`src/rtl/btn_conditioner.sv`:
```
// rtl/btn_conditioner.sv - push-button synchroniser, debouncer and single-press pulse interlock
// Optional feature macro: BTN_AUTO_REPEAT_EN (auto-repeat pulses while the owning button is held)
module btn_conditioner #(
  parameter int N_BTN      = 5,
  parameter int DB_CYCLES  = 1000000,
  parameter int CNT_W      = 20,
  parameter int RPT_CYCLES = 50000000
) (
  input  logic             clk,
  input  logic             rst,
  input  logic [N_BTN-1:0] btns,
  output logic [N_BTN-1:0] btn_level,
  output logic [N_BTN-1:0] btn_pulse,
  output logic             any_held
);

  if (DB_CYCLES < 1 || (64'(1) << CNT_W) < 64'(DB_CYCLES)) begin : g_bad_db
    $error("btn_conditioner: CNT_W too small for DB_CYCLES");
  end
  if (RPT_CYCLES < 1) begin : g_bad_rpt
    $error("btn_conditioner: RPT_CYCLES must be at least 1");
  end

  localparam logic [CNT_W-1:0] DB_LAST = CNT_W'(DB_CYCLES - 1);

  typedef enum logic {
    RELEASED = 1'b0,
    PRESSED  = 1'b1
  } press_state_t;

  logic [N_BTN-1:0] sync1;
  logic [N_BTN-1:0] sync2;
  logic [CNT_W-1:0] cnt     [N_BTN];
  logic [CNT_W-1:0] cnt_nxt [N_BTN];
  press_state_t     state   [N_BTN];

  logic [N_BTN-1:0] level_nxt;
  logic [N_BTN-1:0] rise;
  logic [N_BTN-1:0] press_pulse;
  logic [N_BTN-1:0] pulse_nxt;

  always_comb begin
    level_nxt   = btn_level;
    rise        = '0;
    press_pulse = '0;
    for (int i = 0; i < N_BTN; i++) begin
      cnt_nxt[i] = '0;
      if (sync2[i] != btn_level[i]) begin
        if (cnt[i] == DB_LAST) begin
          level_nxt[i] = sync2[i];
        end else begin
          cnt_nxt[i] = cnt[i] + 1'b1;
        end
      end
      rise[i] = (state[i] == RELEASED) && level_nxt[i];
    end
    // Only a press onto an idle keypad pulses; ties go to the lowest index.
    if (btn_level == '0) begin
      press_pulse = rise & (~rise + N_BTN'(1));
    end
  end

`ifdef BTN_AUTO_REPEAT_EN
  localparam int RPT_W = $clog2(RPT_CYCLES + 1);
  localparam logic [RPT_W-1:0] RPT_LAST = RPT_W'(RPT_CYCLES - 1);

  logic [N_BTN-1:0] owner;
  logic [N_BTN-1:0] owner_nxt;
  logic [RPT_W-1:0] rcnt     [N_BTN];
  logic [RPT_W-1:0] rcnt_nxt [N_BTN];
  logic [N_BTN-1:0] rpt_pulse;

  // Ownership is taken only by the button that pulsed, so repeats stay one-hot.
  always_comb begin
    owner_nxt = (owner | press_pulse) & level_nxt;
    rpt_pulse = '0;
    for (int i = 0; i < N_BTN; i++) begin
      rcnt_nxt[i] = '0;
      if (owner[i] && level_nxt[i]) begin
        if (rcnt[i] == RPT_LAST) begin
          rpt_pulse[i] = 1'b1;
        end else begin
          rcnt_nxt[i] = rcnt[i] + 1'b1;
        end
      end
    end
    pulse_nxt = press_pulse | rpt_pulse;
  end

  always_ff @(posedge clk or negedge rst) begin
    if (!rst) begin
      owner <= '0;
      for (int i = 0; i < N_BTN; i++) begin
        rcnt[i] <= '0;
      end
    end else begin
      owner <= owner_nxt;
      for (int i = 0; i < N_BTN; i++) begin
        rcnt[i] <= rcnt_nxt[i];
      end
    end
  end
`else
  always_comb begin
    pulse_nxt = press_pulse;
  end
`endif

  always_ff @(posedge clk or negedge rst) begin
    if (!rst) begin
      sync1     <= '0;
      sync2     <= '0;
      btn_level <= '0;
      btn_pulse <= '0;
      any_held  <= 1'b0;
      for (int i = 0; i < N_BTN; i++) begin
        cnt[i]   <= '0;
        state[i] <= RELEASED;
      end
    end else begin
      sync1     <= btns;
      sync2     <= sync1;
      btn_level <= level_nxt;
      btn_pulse <= pulse_nxt;
      any_held  <= |level_nxt;
      for (int i = 0; i < N_BTN; i++) begin
        cnt[i] <= cnt_nxt[i];
        case (state[i])
          RELEASED: if (level_nxt[i])  state[i] <= PRESSED;
          PRESSED:  if (!level_nxt[i]) state[i] <= RELEASED;
          default:  state[i] <= RELEASED;
        endcase
      end
    end
  end

endmodule
```
`config.mk`:
```
export PLATFORM = sky130hd
export DESIGN_NAME = btn_conditioner
export DESIGN_NICKNAME = d
export VERILOG_FILES = /design/src/rtl/btn_conditioner.sv
export SDC_FILE = /design/constraint.sdc
export NUM_CORES = 1
export LEC_CHECK = 0
export CAP_MARGIN = 20
export CORE_MARGIN = 5
export CORE_UTILIZATION = 50
export DETAILED_ROUTE_END_ITERATION = 10
export PLACE_DENSITY = 0.76
export RECOVER_POWER = 50
export SETUP_SLACK_MARGIN = 0.02
export SLEW_MARGIN = 20
export SYNTH_ARGS = -nofsm -noshare
export SYNTH_HDL_FRONTEND = slang
export SYNTH_SLANG_ARGS = --single-unit
```
`constraint.sdc`:
```
create_clock -name clk -period 2 [get_ports clk]
set_clock_uncertainty 0.2 [all_clocks]
set_input_delay 0.4 -clock clk [delete_from_list [all_inputs] [get_ports clk]]
set_output_delay 0.4 -clock clk [all_outputs]
set_load 0.02 [all_outputs]
```
Word-level counts from Yosys, hierarchy flattened

Index checks and enable logic that the tools add are counted.
W data, S select, Z words.

Add/sub/neg operators: 6
Equality and inequality tests: 10
Muxes and demuxes: 26
Bitwise logic cells: 7
Reductions and logical operators: 7

Operators with widths:

| operator                | count |
|---|---|
| $mux W20                | 10 |
| $add A20 B1 Y20 const B | 5 |
| $eq A20 B20 Y1 const B  | 5 |
| $mux W1                 | 15 |
| $add A5 B1 Y5 const B   | 1 |
| $and A5 B5 Y5           | 1 |
| $logic_and A1 B1 Y1     | 5 |
| $logic_not A5 Y1        | 1 |
| $mux W5                 | 1 |
| $ne A1 B1 Y1            | 5 |
| $not A1 Y1              | 5 |
| $not A5 Y5              | 1 |
| $reduce_or A5 Y1        | 1 |

Register bits: 126

Longest topological paths before layout

Word-level depth: 8
Gate-level depth with buffers: 8
Mapped depth without buffers: 6

Least setup slack after synthesis

Ideal clock, no wire load.

Path type: register to register
Start: register cnt[20] in the netlist's numbering
End: register any_held
Setup time: 0.137 ns
Arrival time: 1.690 ns
Slack: -0.026 ns
Cell stages (with the launch flop): 6
Path buffers: 0
Cells stage by stage: dfrtp_1 -> ha_1 -> nand3_4 -> or4_4 -> mux2_4 -> nand4bb_1

Longest elaborated chain between the ends: 4

Ends and longest elaborated chain:

| item                             | RTL line | source |
|---|---|---|
| start: declaration               | 33       | `logic [CNT_W-1:0] cnt [N_BTN];` |
| start signal: indexed assignment | 127      | `cnt[i] <= cnt_nxt[i];` |
| $eq A20 B20 Y1                   | 49       | `if (cnt[i] == DB_LAST) begin` |
| $mux W1                          | 49       |  |
| $mux W1                          | 48       | `if (sync2[i] != btn_level[i]) begin` |
| net level_nxt[3]                 | 37       | `logic [N_BTN-1:0] level_nxt;` |
| $reduce_or A5 Y1                 | 125      | `any_held <= \|level_nxt;` |
| end signal: assignment           | 125      |  |
| end: declaration                 | 14       | `output logic any_held` |

The timed path passes the listed nets, and every way through them passes these cells.

Worst setup path after layout

Start: register cnt[72] in the netlist's numbering
End: register any_held

The elaborated chain is that of the path after synthesis.

==> impl_metrics.json <==
{
  "hold_violations": 0,
  "initial_core_util": 0.515,
  "synth_ff_type": "dfrtp_1",
  "drt-total-wl_mm": 12.7,
  "grt.met1_usage": 0.245,
  "maxCapViolCount": 0,
  "antenna_found_initial": 0,
  "drv_slew": 0,
  "ys_warn_count": 0,
  "violations": "negative setup slack",
  "syn-num-nets": 569,
  "cts_tree": "yes",
  "worst_slew_pin_slew_ns": 0.655,
  "crit_type": "reg -> reg",
  "place_hpwl_mm": 7.98,
  "grt_util_met3": 0.0560,
  "drt-vias-per-instance": 5.39,
  "async_flop_share": 1.00,
  "combinationalPowerShare": 0.037,
  "yosys-top-cells-count": "dfrtp_1, nor2_1, xnor2_1",
  "use_met2": 0.333,
  "tns_ns": -1.03,
  "outcome": "complete, but fails checks",
  "detail-route-antenna-nets": 0,
  "power.leakage_nw": 3.24,
  "diodes": 0,
  "first_iter_violations": 332,
  "ys_types": 40,
  "yosysTopAreaCell": "dfrtp_1",
  "rsz0062_at_grt": "yes",
  "p_int_mw": 4.45,
  "synth_edf_count": 0,
  "portBuffers": 17,
  "p_seq_frac": 0.448,
  "synth_area_leaders": "dfrtp_1, xnor2_1, nor2_1, xor2_1, nand3_1",
  "syn_inst": 557,
  "overflow": 0,
  "fin_crit_sh": 1.06,
  "grt.total_usage": 0.198,
  "syn_to_final_growth_pct": 28.8,
  "fmax_mhz": 471,
  "clk_latency_ns": 0.41,
  "die_y_um": 116,
  "pin_count": 18,
  "core_um2": 10900,
  "synth_top_cell_area_share": 0.537,
  "first_pass_iters": 5,
  "die_area_um2": 13500,
  "route.detailed.drc": 0,
  "clkTransAtPathRegs_ns": 0.06,
  "relSlewSlack": 0.564,
  "startpoint_type": "flop",
  "clockPowerShare": 0.516,
  "finalSetupViolations": 21,
  "worst_slack_ns": -0.123,
  "grt_pass1_wl_mm": 20.8,
  "drive_gt1_frac": 0.212,
  "ys_ff_latch": 121,
  "ir_drop_uv": 632,
  "synth.yosys.seq_area_share": 0.537,
  "syn_area_per_cell_um2": 10.1,
  "critPathRequiredTime_ns": 2.08,
  "grt_start_max_net_pins": 34,
  "grt.busiest_layer": "met2",
  "cts_max_level": 4,
  "synth.most_common_cell": "dfrtp_1",
  "p_switching_mw": 1.17,
  "wl_per_cell_um": 15.8,
  "switching_share": 0.208,
  "cts_sinks": 121,
  "gp_congestion": 0.890,
  "num_vias": 4313,
  "min_period_ns": 2.12,
  "cp-end-kind": "flop",
  "nets": 660,
  "syn_area_um2": 5630,
  "power_mw": 5.62,
  "cp_max_fo": 3,
  "grt_pass1_vias": 4480,
  "power.density_nw_per_um2": 774,
  "fin_util": 0.664,
  "rows": 38,
  "critPathArrivalTime_ns": 2.21,
  "dieWidth_um": 116,
  "hold_path_class": "reg -> reg",
  "cts_root_buffer": "clkbuf_16",
  "cts_buffers": 17,
  "cts_buffer_depth": 2
}
cells in the final DEF, fill, tap and decap left out, types with 4 or more instances in the layout:
master,Yosys,layout
and2_1,4,4
and3_1,11,11
and4_1,12,11
buf_12,0,4
buf_4,2,53
clkbuf_16,0,18
clkinv_2,0,6
dfrtp_1,121,121
dlygate4sd2_1,0,8
dlygate4sd3_1,0,6
inv_1,16,16
nand2_1,39,38
nand3_1,36,34
nand4_1,13,13
nor2_1,118,114
nor3_1,17,16
nor4_1,14,6
nor4_2,1,7
nor4b_2,0,6
or2_2,4,4
xnor2_1,51,49
xor2_1,44,44
metal layers:
| layer | part of all wire | up-vias |
|---|---|---|
| met2 | 0.53 | 96 |
| met3 | 0.037 | 17 |
| met1 | 0.42 | 2144 |
| met5 | 0 | - |
| met4 | 0.018 | 0 |
| li1 | - | 2056 |
worst max-delay path, cell delays in order, from the launching register on:
cell and delay, ns:
dfrtp_1 0.39, nand4b_1 0.24, nor3_1 0.49, nand3_4 0.17, mux2_2 0.32, nand4bb_1 0.18
per-stage QoR:
step                      std cells  setup slack (ns)  instance area [um2]  hold WS, ns
after detailed placement        762           -0.0663                 6440        0.142
after global placement          762          0.000690                 6440        0.137
after CTS                       795           -0.0416                 7060        0.153
after global routing            800            -0.161                 7260        0.163
after floorplan                 557          -0.00524                 5640      -0.0956
final                           800            -0.123                 7260        0.155
power groups by stage:
stage	logic (mW)	registers [mW]	clock network, mW
2_1_floorplan	0.0765	2.55	0
3_3_place_gp	0.195	2.55	0
3_5_place_dp	0.201	2.55	0
4_1_cts	0.207	2.51	2.94
5_1_grt	0.238	2.52	3.06
6_report	0.206	2.51	2.90
cell type report:
cell class | instances | area, um2
timing repair buffer | 82 | 718
clock inverter | 9 | 98.8
tap | 140 | 175
multi-input combinational | 410 | 2710
inverter | 16 | 60.1
fill | 798 | 3680
clock buffer | 22 | 464
sequential | 121 | 3030
final timing paths:
path	startpoint	endpoint	slack, ns	cells past startpoint
max	cnt[72]	any_held	-0.12	5
min	sync1[4]	sync2[4]	0.15	0
max reg2reg	cnt[72]	any_held	-0.12	5
min reg2reg	sync1[4]	sync2[4]	0.15	0
max in group asynchronous	rst	cnt[90]	0.27	3
min in group asynchronous	rst	cnt[72]	0.35	2
kinds of logic after synthesis:
family                     after synthesis  share of synthesized area
DFF                                    121                      0.537
muxes                                    3                    0.00644
adders and majority gates                5                     0.0111
and+or+nand+nor                        302                      0.272
buffers and inverters                   26                     0.0198
AOI/OAI and AO/OA                        5                    0.00511
xor gates and xnor gates                95                      0.148
flip-flops by register name, indices dropped and copies added (netlist names):
| name | count |
|---|---|
| cnt | 100 |
| btn_level | 5 |
| btn_pulse | 5 |
| sync1 | 5 |
| sync2 | 5 |
| any_held | 1 |
timing repair:
| action | CTS | global route |
|---|---|---|
| pin swaps | 4 | 10 |
| endpoints found under the hold margin | 22 | 0 |
| setup endpoints to repair | 32 | 85 |
| gates cloned | 0 | 1 |
| setup buffers | 1 | 4 |
| gates resized for setup | 20 | 36 |
| hold buffers | 1 | 0 |
Note: power is estimated with default switching activity, not from simulation.
